**src/rtl/shift_left.sv**
```systemverilog
// Registered jump-field shifter: out = {in, SHAMT'b0}, one-cycle latency.
// Define SHIFT_LEFT_JT_EN to add pc_hi and the registered 32-bit jump_target.
module shift_left #(
  parameter int IN_W  = 26,
  parameter int SHAMT = 2
) (
  input  logic                  clk,
  input  logic                  rst,
  input  logic                  en,
  input  logic [IN_W-1:0]       in,
`ifdef SHIFT_LEFT_JT_EN
  input  logic [3:0]            pc_hi,
  output logic [31:0]           jump_target,
`endif
  output logic [IN_W+SHAMT-1:0] out,
  output logic                  out_valid,
  output logic                  out_zero
);

  localparam int OUT_W = IN_W + SHAMT;

  // Logical shift only: the index is an unsigned word count, never sign-extended.
  function automatic logic [OUT_W-1:0] word_to_byte(input logic [IN_W-1:0] idx);
    return {idx, {SHAMT{1'b0}}};
  endfunction

  logic [OUT_W-1:0] out_p0;
  logic             vld_p0;
  logic             zero_p0;

  // Stage 0: capture on en; reset takes priority and clears everything.
  always_ff @(posedge clk) begin
    if (rst) begin
      out_p0  <= '0;
      vld_p0  <= 1'b0;
      zero_p0 <= 1'b0;
    end else if (en) begin
      out_p0  <= word_to_byte(in);
      vld_p0  <= 1'b1;
      zero_p0 <= (in == '0);
    end
  end

`ifdef SHIFT_LEFT_JT_EN
  logic [31:0] jt_p0;

  always_ff @(posedge clk) begin
    if (rst) begin
      jt_p0 <= '0;
    end else if (en) begin
      jt_p0 <= {pc_hi, word_to_byte(in)};
    end
  end

  assign jump_target = jt_p0;
`endif

  assign out       = out_p0;
  assign out_valid = vld_p0;
  assign out_zero  = zero_p0;

endmodule

```
**config.mk**
```make
export PLATFORM = sky130hd
export DESIGN_NAME = shift_left
export DESIGN_NICKNAME = d
export VERILOG_FILES = /design/src/rtl/shift_left.sv
export SDC_FILE = /design/constraint.sdc
export NUM_CORES = 1
export LEC_CHECK = 0
export BUFFER_PORTS_ARGS = -buffer_cell sky130_fd_sc_hd__buf_2
export CAP_MARGIN = 10
export CORE_MARGIN = 2
export CORE_UTILIZATION = 39
export DETAILED_ROUTE_END_ITERATION = 16
export PLACE_DENSITY = 0.74
export SKIP_CTS_REPAIR_TIMING = 1
export SLEW_MARGIN = 10
export SYNTH_ARGS = -nofsm -noshare
export SYNTH_HDL_FRONTEND = slang
export SYNTH_SLANG_ARGS = --single-unit
```
**constraint.sdc**
```tcl
create_clock -name clk -period 0.8 [get_ports clk]
set_input_delay 0.04 -clock clk [delete_from_list [all_inputs] [get_ports clk]]
set_output_delay 0.04 -clock clk [all_outputs]
set_load 0.02 [all_outputs]
```
==> results of run 1 <==
## layout by cell type (no fill, tap or decap), drive strengths merged
cell type and count:
buf 60, nor2 28, dfxtp 28, mux2i 26
dlygate4sd3 22, nor4 6, clkbuf 3, conb 2
inv 1, nor4b 1, nand4 1, nand3 1
o32ai 1, bufinv 1
## flip-flops by register name (all words and copies together) (netlist names)
signal,cells
out_valid,1
out,26
out_zero,1
## final cells by class
class / count / area share
inverter: 1 / 0.002023
tap: 31 / 0.02090
clock buffer: 3 / 0.01214
multi-input combinational: 66 / 0.2407
sequential: 28 / 0.3210
timing repair buffer: 82 / 0.3871
clock inverter: 1 / 0.01618
## kinds of logic (layout without fill, tap and decap cells)
group / Yosys count / after routing / synth area share
mux: 26 / 26 / 0.2391
flops: 28 / 28 / 0.5149
compound gates: 1 / 1 / 0.01495
other cells: 1 / 2 / 0.003445
buf+inv: 9 / 87 / 0.07815
simple gates: 37 / 37 / 0.1494
## through the flow
stage          utilization  instances  setup TNS (ps)  hold WS, ps  setup WS [ps]
2_1_floorplan            -        103               0        187.2          5.835
3_3_place_gp        0.5065        186          -151.8        287.9         -151.8
3_5_place_dp        0.5065        186          -190.4        304.2         -190.4
4_1_cts             0.5259        190           -2776       -48.12         -111.2
5_1_grt             0.6847        212           -2816       -6.696         -120.2
6_report            0.6847        212           -1074     -0.09581         -51.90
## power by group through the flow
stage / clock network, mW / logic, mW / registers, mW
floorplan: 0 / 0.207 / 1.64
global placement: 0 / 0.472 / 1.54
detailed placement: 0 / 0.488 / 1.54
CTS: 0.949 / 0.489 / 1.52
finish: 0.917 / 0.668 / 1.55
global route: 1.04 / 0.713 / 1.56
## metal layers
layer  routed length [microns]  share of wire  vias up  track usage
met4                         0              0        0      0.02990
met5                         0              0        -            0
li1                          -              -      501            -
met2                      1661           0.56       33       0.2708
met1                      1163           0.39      493       0.1861
met3                       147          0.049        0      0.03226
## worst reg2reg max path, cell delays in order, from the launching register on
cell	delay, ps
dfxtp_2	370
inv_1	50
o32ai_2	220
## worst paths after layout
check	from	endpoint	slack, ps	cells after the start
min	in[6]	out[8]	-0.1	3
max reg2reg	out_zero	out_zero	90	2
min reg2reg	out_valid	out_valid	490	2
max	out[6]	out[6]	-50	1
==> PnR_summary.wiki, run 1 <==
{| class="wikitable"
! Metric !! Value
|-
| Run status || complete, but fails checks
|-
| Violations in the final reports || hold timing, setup timing
|-
| Post-Syn Instances || 102
|-
| Clock Pin Slew Worst Setup and Hold Paths || 150 ps
|-
| Final-report setup violation count || 28
|-
| Clock insertion delay at the later pin of the skew report || 320 ps
|-
| Data required time at the worst endpoint || 760 ps
|-
| Critical Path, Cell by Cell || buf_6
|-
| Global-route congestion overflow total || 0
|-
| Number of port buffers || 56
|-
| Die width || 56.83 microns
|-
| Avg Vias per Cell || 4.844
|-
| Number of hold-slack violations in the final timing report || 1
|-
| Antenna Nets Post-Route || 0
|-
| Antenna violations before repair || 0
|-
| Filler cell count in the final layout || 218
|-
| Post-Layout Inst Area || 1856 sq um
|-
| Per-instance average area after synthesis || 10.67 sq um
|-
| Std-Cell Rows || 19
|-
| Combinational share of power || 0.213
|-
| Ys flop type || dfxtp_1
|-
| Int Pwr || 2.363 mW
|-
| Final critical-path setup slack || -51.90 ps
|-
| Buffer type at the clock tree root || clkbuf_4
|-
| Most area-hungry cell type in the Yosys netlist || dfxtp_1
|-
| Effective utilization at floorplan || 0.4017
|-
| Number of vias after detailed routing || 1027
|-
| Max cap viols || 0
|-
| Minimum clock period after layout || 851.9 ps
|-
| Number of enable flip-flop cells after synthesis || 0
|-
| Minimum hold slack || -0.09581 ps
|-
| WL/cell || 14.02 microns
|-
| Count of H-tree levels built during CTS || 1
|-
| WP data arrival || 810 ps
|-
| Multi-input gate area || 446.7 sq um
|-
| Type of destination of the critical path || primary output
|-
| Synth area leaders || dfxtp_1, mux2i_1, nor2_1, buf_12, nor4_1
|-
| Standard cell area after detailed placement || 1373 sq um
|-
| Overall Global Routing Usage || 0.1512
|-
| Boundary pin count || 59
|-
| Fin nets || 211
|-
| Antenna diodes || 0
|-
| Seq. cell area || 595.6 sq um
|-
| Unrepaired setup endpoints after global routing || true
|-
| Switching power total || 773.4 uW
|-
| Post-synthesis async set-or-reset flop share || 0
|-
| Drt first-iter violations || 19
|-
| Biggest cell delay along the critical path || 380 ps
|-
| Total power divided by cell area || 1690 nW/um^2
|-
| Relative area change from synthesis to final layout || 70.46%
|-
| Total DRC errors in the routed layout || 0
|-
| WS Path Type || reg2out
|-
| Gp weighted congestion || 0.6451
|-
| Share of the yosys chip area belonging to registers || 0.5149
|-
| Proportion of total power due to net switching || 0.2466
|-
| Number of max-slew violations in the final report || 0
|-
| Maximum number of pins on one net before global-route repair || 29
|-
| Maximum net fanout on the critical path || 2
|-
| Final period utilization || 1.065
|-
| Count of warnings emitted by yosys || 0
|-
| VDD IR max || 0.001141 V
|-
| Proportion of layout cells with a drive suffix above 1 || 0.5138
|-
| Achievable Freq || 1.174 GHz
|-
| Synthesized area || 1089 sq um
|-
| HP Class || in2reg
|-
| Worst path buffer plus inverter count || 1
|-
| Clock tree buffer depth || 2
|-
| Clock sinks || 28
|-
| Number of global-route vias before repair || 885
|-
| Number of synthesized register bits || 28
|-
| Number of buffers created by CTS || 3
|-
| TritonCTS clock tree || yes
|-
| Fraction of power consumed by the clock network || 0.292
|-
| Static leakage power || 0.8823 nW
|-
| Core Area || 2710 sq um
|-
| Placed wire-length estimate after detailed placement || 1.860 mm
|-
| Fraction of post-synthesis cell area in the top cell type by area || 0.5149
|-
| Type of origin of the critical path || register
|-
| Largest delay contributor family on the critical path || flip-flops
|-
| Most frequent cells after synthesis || dfxtp_1, nor2_1, mux2i_1
|-
| Sequential cell fraction of total power || 0.495
|-
| Slowest cell on the critical path || dfxtp_2
|-
| Total chip power || 3.136 mW
|-
| Unique masters post-synth || 14
|-
| Wire length after detailed routing || 2.972 mm
|-
| First-pass GRT wire length || 3.857 mm
|-
| Layout Skew || 0 ps
|-
| Length of the first detailed-routing pass in iterations || 3
|-
| Die height || 56.83 microns
|-
| Die footprint || 3230 sq um
|}
Note: power is estimated with default switching activity, not from simulation.
==> inputs of run 2 (changes only) <==
--- a/config.mk
+++ b/config.mk
@@ -5,8 +5,10 @@
 export SDC_FILE = /design/constraint.sdc
 export NUM_CORES = 1
 export LEC_CHECK = 0
+export ABC_CLOCK_PERIOD_IN_PS = 800
 export BUFFER_PORTS_ARGS = -buffer_cell sky130_fd_sc_hd__buf_2
 export CAP_MARGIN = 10
+export CORE_ASPECT_RATIO = 1.25
 export CORE_MARGIN = 2
 export CORE_UTILIZATION = 39
 export DETAILED_ROUTE_END_ITERATION = 16
==> run 2 against run 1 <==
  * The run still ends with hold timing, setup timing left
  * Wire length decreased by 0.20%
  * Worst hold slack got worse by 28 ps
  * Core utilization decreased by 0.17 points
  * Sequential cell count unchanged
  * Clock skew unchanged
  * Non-clock buffer count increased by 1
  * Combinational power decreased by 0.9%
  * Worst setup slack improved by 0.66 ps
  * Sequential share of layout area increased by 0.44 points
  * Final cell count increased by 1.9%
  * Critical path type unchanged
==> PnR_summary.wiki, run 2 (synthesis gave the netlist of run 1 again) <==
{| class="wikitable"
! Metric !! Value
|-
| Run status || complete, but fails checks
|-
| Violations in the final reports || hold timing, setup timing
|-
| Global-route congestion overflow total || 0
|-
| Std-Cell Rows || 21
|-
| Proportion of total power due to net switching || 0.2625
|-
| Core Area || 2680 sq um
|-
| Post-Layout Inst Area || 1831 sq um
|-
| Buffer type at the clock tree root || clkbuf_4
|-
| Layout Skew || 0 ps
|-
| Final period utilization || 1.064
|-
| TritonCTS clock tree || yes
|-
| Max cap viols || 0
|-
| Clock tree buffer depth || 2
|-
| Total power divided by cell area || 1577 nW/um^2
|-
| Proportion of layout cells with a drive suffix above 1 || 0.5330
|-
| Gp weighted congestion || 0.7325
|-
| Achievable Freq || 1.175 GHz
|-
| Slowest cell on the critical path || dfxtp_2
|-
| Die footprint || 3232 sq um
|-
| Minimum hold slack || -28.14 ps
|-
| Sequential cell fraction of total power || 0.537
|-
| Maximum number of pins on one net before global-route repair || 29
|-
| Fraction of power consumed by the clock network || 0.234
|-
| Die height || 63.07 microns
|-
| Effective utilization at floorplan || 0.4062
|-
| Critical Path, Cell by Cell || buf_6
|-
| Final-report setup violation count || 28
|-
| Total DRC errors in the routed layout || 0
|-
| WS Path Type || reg2out
|-
| Number of port buffers || 56
|-
| HP Class || in2reg
|-
| Multi-input gate area || 446.7 sq um
|-
| Number of buffers created by CTS || 3
|-
| Largest delay contributor family on the critical path || flip-flops
|-
| Seq. cell area || 595.6 sq um
|-
| Switching power total || 757.6 uW
|-
| Final critical-path setup slack || -51.24 ps
|-
| Data required time at the worst endpoint || 760 ps
|-
| First-pass GRT wire length || 3.857 mm
|-
| Startpoint of the worst-slack reg-to-reg timing path || out_zero
|-
| WL/cell || 13.73 microns
|-
| Slack of the worst reg-to-reg path || 10 ps
|-
| Filler cell count in the final layout || 234
|-
| Number of global-route vias before repair || 923
|-
| Fin nets || 212
|-
| Relative area change from synthesis to final layout || 68.16%
|-
| Total chip power || 2.886 mW
|-
| Static leakage power || 0.8794 nW
|-
| R2R cell count || 3
|-
| Most frequent cells in the layout || nor2_1, buf_2, dfxtp_2, buf_6, mux2i_1
|-
| Flip-flop count of the largest register after layout || 26
|-
| Endpoint of the worst-slack reg-to-reg timing path || out_zero
|-
| Biggest cell delay along the critical path || 370 ps
|-
| Clock sinks || 28
|-
| Antenna Nets Post-Route || 0
|-
| Avg Vias per Cell || 4.690
|-
| Number of vias after detailed routing || 1013
|-
| Overall Global Routing Usage || 0.1552
|-
| Clock Pin Slew Worst Setup and Hold Paths || 150 ps
|-
| Crit path capture || out[25]
|-
| Worst path buffer plus inverter count || 1
|-
| Maximum net fanout on the critical path || 2
|-
| Length of the first detailed-routing pass in iterations || 2
|-
| WP depth || 1
|-
| Placed wire-length estimate after detailed placement || 1.851 mm
|-
| Number of max-slew violations in the final report || 0
|-
| WP data arrival || 810 ps
|-
| Critical path origin || out[25]
|-
| Type of destination of the critical path || primary output
|-
| Int Pwr || 2.129 mW
|-
| Antenna diodes || 0
|-
| Number of hold-slack violations in the final timing report || 5
|-
| Type of origin of the critical path || register
|-
| Combinational share of power || 0.229
|-
| Hold Startpoint || in[15]
|-
| Unrepaired setup endpoints after global routing || true
|-
| Drt first-iter violations || 29
|-
| Die width || 51.26 microns
|-
| VDD IR max || 0.001118 V
|-
| Boundary pin count || 59
|-
| Wire length after detailed routing || 2.966 mm
|-
| Minimum clock period after layout || 851.2 ps
|-
| Antenna violations before repair || 0
|-
| Standard cell area after detailed placement || 1364 sq um
|-
| Count of H-tree levels built during CTS || 1
|-
| Clock insertion delay at the later pin of the skew report || 310 ps
|}
run 2: cell types whose count changed in the layout (fill, tap and decap cells not counted):
cell / change
buf_4: +5
bufinv_16: -1
clkbuf_8: +1
buf_12: -1
dlygate4sd3_1: -3
run 2: worst min-delay path by stage:
stage	endpoint	slack, ps	cells after the start
detailed placement	out[26]	300	3
CTS	out[22]	-50	3
global placement	out[26]	290	3
finish	out[17]	-30	3
global route	out[9]	-8	3
floorplan	out[10]	190	2
run 2: final cells by class:
type                    instances  share of cell area
flip-flops and latches         28              0.3254
inverters                       1            0.002051
clock buffers                   4             0.01982
well taps                      34             0.02324
multi-input cells              66              0.2440
repair buffers                 83              0.3855
run 2: through the flow:
step	std cells	setup TNS, ps	setup slack (ps)	utilization
2_1_floorplan	103	0	5.835	-
3_3_place_gp	189	-102.4	-102.4	0.5089
3_5_place_dp	189	-142.3	-137.0	0.5089
4_1_cts	193	-2562	-109.2	0.5224
5_1_grt	216	-2141	-90.74	0.6830
6_report	216	-1016	-51.24	0.6830
run 2: worst reg2reg max path, cell delays in order, from the launching register on:
cell	delay (ps)
dfxtp_2	360
buf_4	100
inv_1	30
o32ai_2	220
run 2: routing by layer:
metal	global-route usage	part of all wire	vias up
li1	-	-	504
met1	0.1727	0.36	478
met2	0.2744	0.58	25
met3	0.02370	0.037	6
met4	0.08553	0.019	0
met5	0	0	-
run 2: power by group through the flow:
stage | logic [mW] | clock network [mW] | registers, mW
after floorplan | 0.207 | 0 | 1.64
after global placement | 0.465 | 0 | 1.54
after detailed placement | 0.479 | 0 | 1.54
after CTS | 0.480 | 0.691 | 1.51
after global routing | 0.710 | 0.749 | 1.56
final | 0.662 | 0.676 | 1.55
==> inputs of run 3 (changes only) <==
--- a/config.mk
+++ b/config.mk
@@ -12,7 +12,7 @@
 export CORE_MARGIN = 2
 export CORE_UTILIZATION = 39
 export DETAILED_ROUTE_END_ITERATION = 16
-export PLACE_DENSITY = 0.74
+export PLACE_DENSITY_LB_ADDON = 0.12
 export SKIP_CTS_REPAIR_TIMING = 1
 export SLEW_MARGIN = 10
 export SYNTH_ARGS = -nofsm -noshare
==> run 3 against run 2 <==
  * The flow still finishes with violations (hold timing, setup timing)
  * First-iteration DRC count shrank 55%
  * Count of clock-buffer cells in the layout is 1 lower
  * Final area down 0.21%
  * Highest routed layer unchanged
  * Largest power group unchanged
  * Global-route usage is 0.48 points lower
  * Critical path type unchanged
  * Clock skew is the same
  * Register-to-register slack improved by 50 ps
==> PnR_summary.wiki, run 3 (synthesis gave the netlist of run 1 again) <==
{| class="wikitable"
! Metric !! Value
|-
| Run status || complete, but fails checks
|-
| Violations in the final reports || hold timing, setup timing
|-
| Static leakage power || 0.8753 nW
|-
| Clock tree buffer depth || 2
|-
| Worst path buffer plus inverter count || 1
|-
| Aggregate negative setup slack || -688.2 ps
|-
| HP Class || in2reg
|-
| Final-report setup violation count || 28
|-
| Global-route congestion overflow total || 0
|-
| Antenna diodes || 0
|-
| WP data arrival || 790 ps
|-
| Std-Cell Rows || 21
|-
| Effective utilization at floorplan || 0.4062
|-
| Buffer type at the clock tree root || clkbuf_4
|-
| R2R cell count || 3
|-
| Number of buffers created by CTS || 3
|-
| Startpoint of the worst-slack reg-to-reg timing path || out[3]
|-
| Die footprint || 3232 sq um
|-
| Gp weighted congestion || 0.7576
|-
| Antenna Nets Post-Route || 0
|-
| Biggest cell delay along the critical path || 370 ps
|-
| Maximum number of pins on one net before global-route repair || 29
|-
| Achievable Freq || 1.198 GHz
|-
| Number of global-route vias before repair || 883
|-
| Flip-flop count of the largest register after layout || 26
|-
| Placed wire-length estimate after detailed placement || 1.798 mm
|-
| Largest delay contributor family on the critical path || flip-flops
|-
| Number of port buffers || 56
|-
| Minimum clock period after layout || 834.6 ps
|-
| Most frequent cells in the layout || nor2_1, buf_2, dfxtp_2, buf_6, mux2i_1
|-
| Total DRC errors in the routed layout || 0
|-
| Overall Global Routing Usage || 0.1503
|-
| Type of destination of the critical path || primary output
|-
| Clock insertion delay at the later pin of the skew report || 310 ps
|-
| Core Area || 2680 sq um
|-
| Number of hold-slack violations in the final timing report || 3
|-
| Layout Skew || 0 ps
|-
| Max cap viols || 0
|-
| Clock sinks || 28
|-
| Clock Pin Slew Worst Setup and Hold Paths || 130 ps
|-
| Critical path origin || out[22]
|-
| Relative area change from synthesis to final layout || 67.82%
|-
| VDD IR max || 0.001074 V
|-
| TritonCTS clock tree || yes
|-
| Total power divided by cell area || 1504 nW/um^2
|-
| Maximum net fanout on the critical path || 2
|-
| WS Path Type || reg2out
|-
| Pre-CTS worst setup slack || -148.1 ps
|-
| Die height || 63.07 microns
|-
| Slowest cell on the critical path || dfxtp_2
|-
| Die width || 51.26 microns
|-
| Type of origin of the critical path || register
|-
| Final period utilization || 1.043
|-
| Endpoint of the worst-slack reg-to-reg timing path || out[3]
|-
| Boundary pin count || 59
|-
| Fin nets || 213
|-
| Length of the first detailed-routing pass in iterations || 3
|-
| WL/cell || 12.56 microns
|-
| Avg Vias per Cell || 4.750
|-
| Number of max-slew violations in the final report || 0
|-
| Proportion of layout cells with a drive suffix above 1 || 0.5275
|-
| Final critical-path setup slack || -34.61 ps
|-
| Hold Startpoint || in[12]
|-
| Number of vias after detailed routing || 1026
|-
| Crit path capture || out[22]
|-
| Wire length after detailed routing || 2.713 mm
|-
| Final core occ || 0.6816
|-
| Count of H-tree levels built during CTS || 1
|-
| WP depth || 1
|-
| First-pass GRT wire length || 3.691 mm
|-
| Data required time at the worst endpoint || 760 ps
|-
| Slack of the worst reg-to-reg path || 60 ps
|-
| Minimum hold slack || -12.58 ps
|-
| Critical Path, Cell by Cell || buf_6
|-
| Antenna violations before repair || 0
|-
| Drt first-iter violations || 13
|-
| Unrepaired setup endpoints after global routing || true
|}
==> run 3: worst min path at each step <==
stage,endpoint,cells past startpoint
final,out[14],3
after global routing,out[14],3
after CTS,out[21],3
after detailed placement,out[27],3
after global placement,out[21],3
after floorplan,out[10],2
==> run 3: where the power goes <==
group,internal [mW],switching [mW]
sequential,1.49,0.0567
clock,0.176,0.364
combinational,0.364,0.296
total,2.03,0.716
==> run 3: final cells by class <==
type,count,area [sq um]
Sequential cell,28,595.6
Fill cell,232,853.3
Timing Repair Buffer,84,715.7
Tap cell,34,42.54
Multi-Input combinational cell,66,446.7
Clock buffer,3,22.52
Inverter,1,3.754
==> run 3: routing by layer <==
| metal | routed length (microns) | GRT usage | vias up |
|---|---|---|---|
| met5 | 0 | 0 | - |
| met4 | 65 | 0.08553 | 0 |
| met3 | 129 | 0.02370 | 7 |
| met2 | 1499 | 0.2597 | 34 |
| met1 | 1018 | 0.1712 | 478 |
| li1 | - | - | 507 |
==> run 3: per-stage QoR <==
| step | area, sq um | hold WS [ps] | power [mW] | std cells |
|---|---|---|---|---|
| after global routing | 1827 | -1.439 | 2.916 | 216 |
| after CTS | 1401 | -39.86 | 2.570 | 194 |
| after global placement | 1379 | 290.4 | 2.017 | 191 |
| after floorplan | 1092 | 187.2 | 1.851 | 103 |
| final | 1827 | -12.58 | 2.748 | 216 |
| after detailed placement | 1379 | 302.8 | 2.027 | 191 |
